## src/rtl/mem_arbiter_pkg.sv

```systemverilog
// Shared types for the memory arbiter: FSM states, AXI response codes and the
// access-size encodings that the LSU also uses.
package mem_arbiter_pkg;

    typedef enum logic [2:0] {
        IDLE,
        RD_ADDR,
        RD_DATA,
        WR_ADDR,
        WR_RESP,
        RESP
    } state_t;

    localparam logic [1:0] RESP_OKAY   = 2'b00;
    localparam logic [1:0] RESP_SLVERR = 2'b10;

    localparam logic [1:0] SZ_B = 2'd0;
    localparam logic [1:0] SZ_H = 2'd1;
    localparam logic [1:0] SZ_W = 2'd2;

    // AXI size is log2(bytes); LSU size codes already are, so only widen.
    function automatic logic [2:0] axi_size(input logic [1:0] sz);
        return {1'b0, sz};
    endfunction

endpackage

```

## src/rtl/mem_arbiter_if.sv

```systemverilog
// AXI4-Lite read/write channels between the arbiter (master) and the
// SoC interconnect (slave).
interface mem_arbiter_if #(
    parameter int ADDR_W = 32,
    parameter int DATA_W = 32
);
    logic [ADDR_W-1:0]   araddr;
    logic [2:0]          arsize;
    logic                arvalid;
    logic                arready;
    logic [DATA_W-1:0]   rdata;
    logic [1:0]          rresp;
    logic                rvalid;
    logic                rready;

    logic [ADDR_W-1:0]   awaddr;
    logic [2:0]          awsize;
    logic                awvalid;
    logic                awready;
    logic [DATA_W-1:0]   wdata;
    logic [DATA_W/8-1:0] wstrb;
    logic                wvalid;
    logic                wready;
    logic [1:0]          bresp;
    logic                bvalid;
    logic                bready;

    modport master (
        output araddr, arsize, arvalid, rready,
        output awaddr, awsize, awvalid, wdata, wstrb, wvalid, bready,
        input  arready, rdata, rresp, rvalid,
        input  awready, wready, bresp, bvalid
    );

    modport slave (
        input  araddr, arsize, arvalid, rready,
        input  awaddr, awsize, awvalid, wdata, wstrb, wvalid, bready,
        output arready, rdata, rresp, rvalid,
        output awready, wready, bresp, bvalid
    );
endinterface

```

## src/rtl/mem_arbiter.sv

```systemverilog
// Merges the IFU and LSU request ports onto one AXI4-Lite master, LSU first.
// Each requester owns one pending slot; a single transaction is in flight.
module mem_arbiter
    import mem_arbiter_pkg::*;
#(
    parameter int ADDR_W  = 32,
    parameter int DATA_W  = 32,
    parameter int TIMEOUT = 0
) (
    input  logic                clock,
    input  logic                reset,
    input  logic                ifu_reqValid,
    input  logic [ADDR_W-1:0]   ifu_addr,
    output logic                ifu_respValid,
    output logic [DATA_W-1:0]   ifu_rdata,
    input  logic                lsu_reqValid,
    input  logic [ADDR_W-1:0]   lsu_addr,
    input  logic [1:0]          lsu_size,
    input  logic                lsu_wen,
    input  logic [DATA_W-1:0]   lsu_wdata,
    input  logic [DATA_W/8-1:0] lsu_wmask,
    output logic                lsu_respValid,
    output logic [DATA_W-1:0]   lsu_rdata,
    output logic                resp_err,
    mem_arbiter_if.master       m
);

    state_t              state, state_next;
    logic                ifu_pend, lsu_pend, owner_lsu;
    logic [ADDR_W-1:0]   ifu_addr_q, lsu_addr_q;
    logic [1:0]          lsu_size_q;
    logic                lsu_wen_q;
    logic [DATA_W-1:0]   lsu_wdata_q;
    logic [DATA_W/8-1:0] lsu_wmask_q;
    logic                aw_done, w_done, err_q;
    logic [31:0]         tmo_cnt;
    logic                busy, progress, tmo_fire, aw_fire, w_fire;
    logic                resp_ifu, resp_lsu;

    assign resp_ifu = (state == RESP) && !owner_lsu;
    assign resp_lsu = (state == RESP) && owner_lsu;
    assign aw_fire  = m.awvalid && m.awready;
    assign w_fire   = m.wvalid && m.wready;
    assign busy     = state inside {RD_ADDR, RD_DATA, WR_ADDR, WR_RESP};
    assign tmo_fire = (TIMEOUT > 0) && busy && !progress && (tmo_cnt == 32'(TIMEOUT - 1));

    // A slot stays pending through service, so repeat pulses are dropped.
    // NOTE: state registers use non-blocking assignment so every flop samples pre-edge values.
    always_ff @(posedge clock or posedge reset) begin
        if (reset) begin
            ifu_pend   <= 1'b0;
            ifu_addr_q <= '0;
        end else if (resp_ifu) begin
            ifu_pend   <= 1'b0;
        end else if (ifu_reqValid && !ifu_pend) begin
            ifu_pend   <= 1'b1;
            ifu_addr_q <= ifu_addr;
        end
    end

    always_ff @(posedge clock or posedge reset) begin
        if (reset) begin
            lsu_pend    <= 1'b0;
            lsu_addr_q  <= '0;
            lsu_size_q  <= SZ_B;
            lsu_wen_q   <= 1'b0;
            lsu_wdata_q <= '0;
            lsu_wmask_q <= '0;
        end else if (resp_lsu) begin
            lsu_pend    <= 1'b0;
        end else if (lsu_reqValid && !lsu_pend) begin
            lsu_pend    <= 1'b1;
            lsu_addr_q  <= lsu_addr;
            lsu_size_q  <= lsu_size;
            lsu_wen_q   <= lsu_wen;
            lsu_wdata_q <= lsu_wdata;
            lsu_wmask_q <= lsu_wmask;
        end
    end

    always_ff @(posedge clock or posedge reset) begin
        if (reset) begin
            owner_lsu <= 1'b0;
            aw_done   <= 1'b0;
            w_done    <= 1'b0;
        end else if (state == IDLE) begin
            owner_lsu <= lsu_pend;
            aw_done   <= 1'b0;
            w_done    <= 1'b0;
        end else begin
            if (aw_fire) aw_done <= 1'b1;
            if (w_fire)  w_done  <= 1'b1;
        end
    end

    // NOTE: every always_comb output gets a default first so no latch is inferred.
    always_comb begin
        progress = 1'b0;
        unique case (state)
            RD_ADDR: progress = m.arready;
            RD_DATA: progress = m.rvalid;
            WR_ADDR: progress = (aw_done || aw_fire) && (w_done || w_fire);
            WR_RESP: progress = m.bvalid;
            default: progress = 1'b0;
        endcase
    end

    always_comb begin
        state_next = state;
        unique case (state)
            IDLE: begin
                if (lsu_pend)      state_next = lsu_wen_q ? WR_ADDR : RD_ADDR;
                else if (ifu_pend) state_next = RD_ADDR;
            end
            RD_ADDR: if (progress) state_next = RD_DATA;
            RD_DATA: if (progress) state_next = RESP;
            WR_ADDR: if (progress) state_next = WR_RESP;
            WR_RESP: if (progress) state_next = RESP;
            RESP:    state_next = IDLE;
            default: state_next = IDLE;
        endcase
        if (tmo_fire) state_next = RESP;
    end

    always_ff @(posedge clock or posedge reset) begin
        if (reset) state <= IDLE;
        else       state <= state_next;
    end

    always_ff @(posedge clock or posedge reset) begin
        if (reset)                    tmo_cnt <= '0;
        else if (state_next != state) tmo_cnt <= '0;
        else if (busy)                tmo_cnt <= tmo_cnt + 32'd1;
    end

    // Response data is written straight into the owner's output register so it holds afterwards.
    always_ff @(posedge clock or posedge reset) begin
        if (reset) begin
            ifu_rdata <= '0;
            lsu_rdata <= '0;
            err_q     <= 1'b0;
        end else if (state == RD_DATA && m.rvalid) begin
            err_q <= (m.rresp != RESP_OKAY);
            if (owner_lsu) lsu_rdata <= m.rdata;
            else           ifu_rdata <= m.rdata;
        end else if (state == WR_RESP && m.bvalid) begin
            err_q <= (m.bresp != RESP_OKAY);
        end else if (tmo_fire) begin
            err_q <= 1'b1;
            if (owner_lsu) lsu_rdata <= '0;
            else           ifu_rdata <= '0;
        end
    end

    assign m.araddr  = owner_lsu ? lsu_addr_q : ifu_addr_q;
    assign m.arsize  = owner_lsu ? axi_size(lsu_size_q) : axi_size(SZ_W);
    assign m.arvalid = (state == RD_ADDR);
    assign m.rready  = (state == RD_DATA);
    assign m.awaddr  = lsu_addr_q;
    assign m.awsize  = axi_size(lsu_size_q);
    assign m.awvalid = (state == WR_ADDR) && !aw_done;
    assign m.wdata   = lsu_wdata_q;
    assign m.wstrb   = lsu_wmask_q;
    assign m.wvalid  = (state == WR_ADDR) && !w_done;
    assign m.bready  = (state == WR_RESP);

    assign ifu_respValid = resp_ifu;
    assign lsu_respValid = resp_lsu;
    assign resp_err      = (state == RESP) && err_q;

endmodule
```

## src/flat_wrapper.sv

```systemverilog
// flat-port wrapper written by rule: the top's interface ports become plain ports
module mem_arbiter_flat import mem_arbiter_pkg::*;
#(
    parameter int ADDR_W  = 32,
    parameter int DATA_W  = 32,
    parameter int TIMEOUT = 0
)
  (clock, reset, ifu_reqValid, ifu_addr, ifu_respValid, ifu_rdata, lsu_reqValid, lsu_addr, lsu_size, lsu_wen, lsu_wdata, lsu_wmask, lsu_respValid, lsu_rdata, resp_err, m_araddr, m_arsize, m_arvalid, m_rready, m_awaddr, m_awsize, m_awvalid, m_wdata, m_wstrb, m_wvalid, m_bready, m_arready, m_rdata, m_rresp, m_rvalid, m_awready, m_wready, m_bresp, m_bvalid);
  mem_arbiter_if #(.ADDR_W(ADDR_W), .DATA_W(DATA_W)) m_i ();
  input  logic clock;
  input  logic reset;
  input  logic ifu_reqValid;
  input  logic [ADDR_W-1:0] ifu_addr;
  output logic ifu_respValid;
  output logic [DATA_W-1:0] ifu_rdata;
  input  logic lsu_reqValid;
  input  logic [ADDR_W-1:0] lsu_addr;
  input  logic [1:0] lsu_size;
  input  logic lsu_wen;
  input  logic [DATA_W-1:0] lsu_wdata;
  input  logic [DATA_W/8-1:0] lsu_wmask;
  output logic lsu_respValid;
  output logic [DATA_W-1:0] lsu_rdata;
  output logic resp_err;
  output wire logic [$bits(m_i.araddr)-1:0] m_araddr;
  output wire logic [$bits(m_i.arsize)-1:0] m_arsize;
  output wire logic [$bits(m_i.arvalid)-1:0] m_arvalid;
  output wire logic [$bits(m_i.rready)-1:0] m_rready;
  output wire logic [$bits(m_i.awaddr)-1:0] m_awaddr;
  output wire logic [$bits(m_i.awsize)-1:0] m_awsize;
  output wire logic [$bits(m_i.awvalid)-1:0] m_awvalid;
  output wire logic [$bits(m_i.wdata)-1:0] m_wdata;
  output wire logic [$bits(m_i.wstrb)-1:0] m_wstrb;
  output wire logic [$bits(m_i.wvalid)-1:0] m_wvalid;
  output wire logic [$bits(m_i.bready)-1:0] m_bready;
  input wire logic [$bits(m_i.arready)-1:0] m_arready;
  input wire logic [$bits(m_i.rdata)-1:0] m_rdata;
  input wire logic [$bits(m_i.rresp)-1:0] m_rresp;
  input wire logic [$bits(m_i.rvalid)-1:0] m_rvalid;
  input wire logic [$bits(m_i.awready)-1:0] m_awready;
  input wire logic [$bits(m_i.wready)-1:0] m_wready;
  input wire logic [$bits(m_i.bresp)-1:0] m_bresp;
  input wire logic [$bits(m_i.bvalid)-1:0] m_bvalid;
  assign m_araddr = m_i.araddr;
  assign m_arsize = m_i.arsize;
  assign m_arvalid = m_i.arvalid;
  assign m_rready = m_i.rready;
  assign m_awaddr = m_i.awaddr;
  assign m_awsize = m_i.awsize;
  assign m_awvalid = m_i.awvalid;
  assign m_wdata = m_i.wdata;
  assign m_wstrb = m_i.wstrb;
  assign m_wvalid = m_i.wvalid;
  assign m_bready = m_i.bready;
  assign m_i.arready = m_arready;
  assign m_i.rdata = m_rdata;
  assign m_i.rresp = m_rresp;
  assign m_i.rvalid = m_rvalid;
  assign m_i.awready = m_awready;
  assign m_i.wready = m_wready;
  assign m_i.bresp = m_bresp;
  assign m_i.bvalid = m_bvalid;
  mem_arbiter #(.ADDR_W(ADDR_W), .DATA_W(DATA_W), .TIMEOUT(TIMEOUT)) u_core (.clock(clock), .reset(reset), .ifu_reqValid(ifu_reqValid), .ifu_addr(ifu_addr), .ifu_respValid(ifu_respValid), .ifu_rdata(ifu_rdata), .lsu_reqValid(lsu_reqValid), .lsu_addr(lsu_addr), .lsu_size(lsu_size), .lsu_wen(lsu_wen), .lsu_wdata(lsu_wdata), .lsu_wmask(lsu_wmask), .lsu_respValid(lsu_respValid), .lsu_rdata(lsu_rdata), .resp_err(resp_err), .m(m_i));
endmodule
```

## config.mk

```make
export PLATFORM = sky130hd
export DESIGN_NAME = mem_arbiter_flat
export DESIGN_NICKNAME = d
export VERILOG_FILES = /design/src/rtl/mem_arbiter_pkg.sv /design/src/rtl/mem_arbiter_if.sv /design/src/rtl/mem_arbiter.sv /design/src/flat_wrapper.sv
export SDC_FILE = /design/constraint.sdc
export NUM_CORES = 1
export LEC_CHECK = 0
export BUFFER_PORTS_ARGS = -buffer_cell sky130_fd_sc_hd__buf_4
export CAP_MARGIN = 15
export CORE_AREA = 3 3 127 129
export DETAILED_ROUTE_END_ITERATION = 7
export DIE_AREA = 0 0 130 132
export MAX_ROUTING_LAYER = met4
export PLACE_DENSITY = 0.8
export RECOVER_POWER = 50
export SYNTH_ARGS = -nofsm -noshare
export SYNTH_HDL_FRONTEND = slang
export SYNTH_SLANG_ARGS = --single-unit
```

## constraint.sdc

```tcl
create_clock -name clock -period 11.91 [get_ports clock]
set_input_delay 0.5955 -clock clock [delete_from_list [all_inputs] [get_ports clock]]
set_output_delay 0.5955 -clock clock [all_outputs]
set_load 0.01 [all_outputs]
```

==> results.cfg <==
[sta]
skew_ns = 0.00459
fin_crit_ns = 4.09
grt_setup_unrepaired = no
slew_violations = 168
setup_tns_ns = 0
setup_viol = 0
final.period_utilization = 0.343
tightest_slew_ns = 4.01
max-slew-margin-rel = -1.68
hold_viol_final = 0
max_freq_ghz = 0.244

[flow_run]
drv_cap = 3

[detailed_routing]
drt_iter0_drc = 213
ant_nets = 0
drtPass1Iterations = 4
wirelength_um = 19200
wl_per_cell_um = 19.6
routed_via_density = 5.15
vias = 5060
drc = 0

[clock_network]
cts_root_buffer = clkbuf_16
postCtsSetupRepairBufs = 0
post_cts_resized = 0
postCtsHoldBufs = 0
ctsHtreeMaxLevel = 4
clock_path_buffers = 2
cts_tree = built
numCtsBuffers = 17
clk_latency_ns = 0.42
clock_sinks = 176
cts.reportedPaths.clkPinSlew_ns = 0.06

[floorplanning]
coreArea_um2 = 15100
die_y_um = 132
rows = 45
fp.dieW_um = 130
io_pins = 326
initial_utilization = 0.476
die-area_um2 = 17200

[finish]
fin_nets = 931
regArea_um2 = 4400
multi_input_area_um2 = 2620
n_antenna_cell = 0
areaGrowthSynthToFinish_pct = 36.5
fillers = 1219
drive_gt1_frac = 0.527

[worst_hold_path]
min_path_type = input port to flop

[logic_synthesis]
synth_cell_types = 38
ys_seq_area_frac = 0.611
async_flop_share = 1.00
synth-edff-count = 0
synth_ff_type = dfrtp_1
synth.ff_latch_count = 176
ys_warn_count = 0
synthCells = 462
post-synth-top-count-cell = mux2_2
yosysTopAreaCellShare = 0.611
syn_area_um2 = 7210
netlist.top_cell.by_area = dfrtp_1
synthTopCellsByArea = dfrtp_1, mux2_2, mux2_1
postSynthAreaPerCell_um2 = 15.6
synth_common_cells = mux2_2, dfrtp_1, buf_2

[power]
p_leak_nw = 4.55
total_power_w = 0.00271
ir_drop_uv = 138
powerDensity_nw_per_um2 = 275

[global_routing]
grt_first_pass_wirelength_um = 29200
grtUsageTotal = 0.228
overflow = 0
grt_pass1_vias = 5450
antenna_found_initial = 0
grt_max_degree = 95

[outcome]
violations = max-capacitance violations, max-slew violations
status = finished, violations left

[setup_path]
criticalPathCategory = flop to flop
cp.arrival_ns = 4.39
endpoint_kind = flop
path_max_fanout = 58
critPathRequiredTime_ns = 12.21
startpoint_type = flop

[placement]
place.gp.congestion = 0.799
hpwl_um = 14400
io_buffers = 323
==> cell usage in the layout, fill, tap and decap left out, types with 2 or more instances in the layout <==
cell | netlist | final
a21oi_1 | 4 | 4
buf_4 | 5 | 191
bufinv_16 | 0 | 2
clkbuf_1 | 3 | 138
clkbuf_16 | 0 | 17
clkbuf_8 | 0 | 3
clkinv_2 | 0 | 3
clkinv_4 | 0 | 3
conb_1 | 1 | 2
dfrtp_1 | 176 | 176
inv_1 | 4 | 3
mux2_1 | 8 | 8
mux2_2 | 192 | 192
nand2b_1 | 3 | 3
nand3_1 | 2 | 2
nand3b_1 | 3 | 3
nor2_1 | 10 | 9
nor3_1 | 2 | 2
nor3b_1 | 4 | 4
o21ai_0 | 5 | 5
==> sequential cells by signal (all words and copies together) (netlist names), 2 cells and up <==
register	flops
u_core.ifu_addr_q	32
u_core.ifu_rdata	32
u_core.lsu_rdata	32
u_core.lsu_size_q	2
u_core.m.awaddr	32
u_core.m.wdata	32
u_core.m.wstrb	4
u_core.state	3
==> layout make-up <==
| cell class | instances | share of cell area |
|---|---|---|
| Clock buffer | 22 | 0.0482 |
| Clock inverter | 9 | 0.0111 |
| Inverter | 4 | 0.00165 |
| Multi-Input combinational cell | 255 | 0.266 |
| Sequential cell | 176 | 0.448 |
| Tap cell | 188 | 0.0239 |
| Timing Repair Buffer | 329 | 0.201 |
==> layer usage <==
layer  GRT usage  wire (um)  vias to the layer above
met5           -          0                        -
met4      0.0635        421                        0
met3      0.0883       1740                       30
met2       0.374       9780                      223
met1       0.259       7300                     2520
li1            -          -                     2287
==> report_power, final <==
group	total (W)	switching, W	internal [W]
Sequential	0.00108	0.000189	0.000889
Clock	0.000546	0.000222	0.000324
Combinational	0.00108	0.000515	0.000567
Total	0.00271	0.000926	0.00178
==> critical path: stages (launching register included) <==
cell,delay (ns)
dfrtp_1,0.32
clkbuf_1,1.56
nand4b_1,0.27
nand3b_1,0.62
buf_4,0.72
mux2_2,0.41
==> logic make-up after synthesis <==
family                 synth area share
multiplexers                      0.314
buffers and inverters            0.0252
AND/OR/NAND/NOR                  0.0346
AO/OA/AOI/OAI                    0.0146
flip-flops                        0.611
other                          0.000520
==> stage by stage <==
step                worst slack, ns   util  hold slack [ns]  cells  cell area, um2
floorplan                      6.54      -            0.454    463            7210
global placement               9.18  0.644            0.466    951            9750
detailed placement             9.11  0.644            0.475    951            9750
CTS                            9.10  0.682            0.372    982           10300
global route                   7.39  0.650            0.371    983            9840
finish                         7.82  0.650            0.391    983            9840
==> final timing paths <==
path / startpoint / to / slack, ns / cells past startpoint
worst max-delay path: u_core.owner_lsu / u_core.m.wdata[13] / 7.82 / 5
worst max register to register: u_core.owner_lsu / u_core.m.wdata[13] / 7.82 / 5
max in group asynchronous: reset / u_core.ifu_rdata[25] / 8.16 / 3
min in group asynchronous: reset / u_core.lsu_rdata[15] / 1.38 / 2
worst min-delay path: ifu_addr[11] / u_core.ifu_addr_q[11] / 0.39 / 2
worst min register to register: u_core.ifu_addr_q[11] / u_core.ifu_addr_q[11] / 0.49 / 1
(Power assumes the default switching activity.)
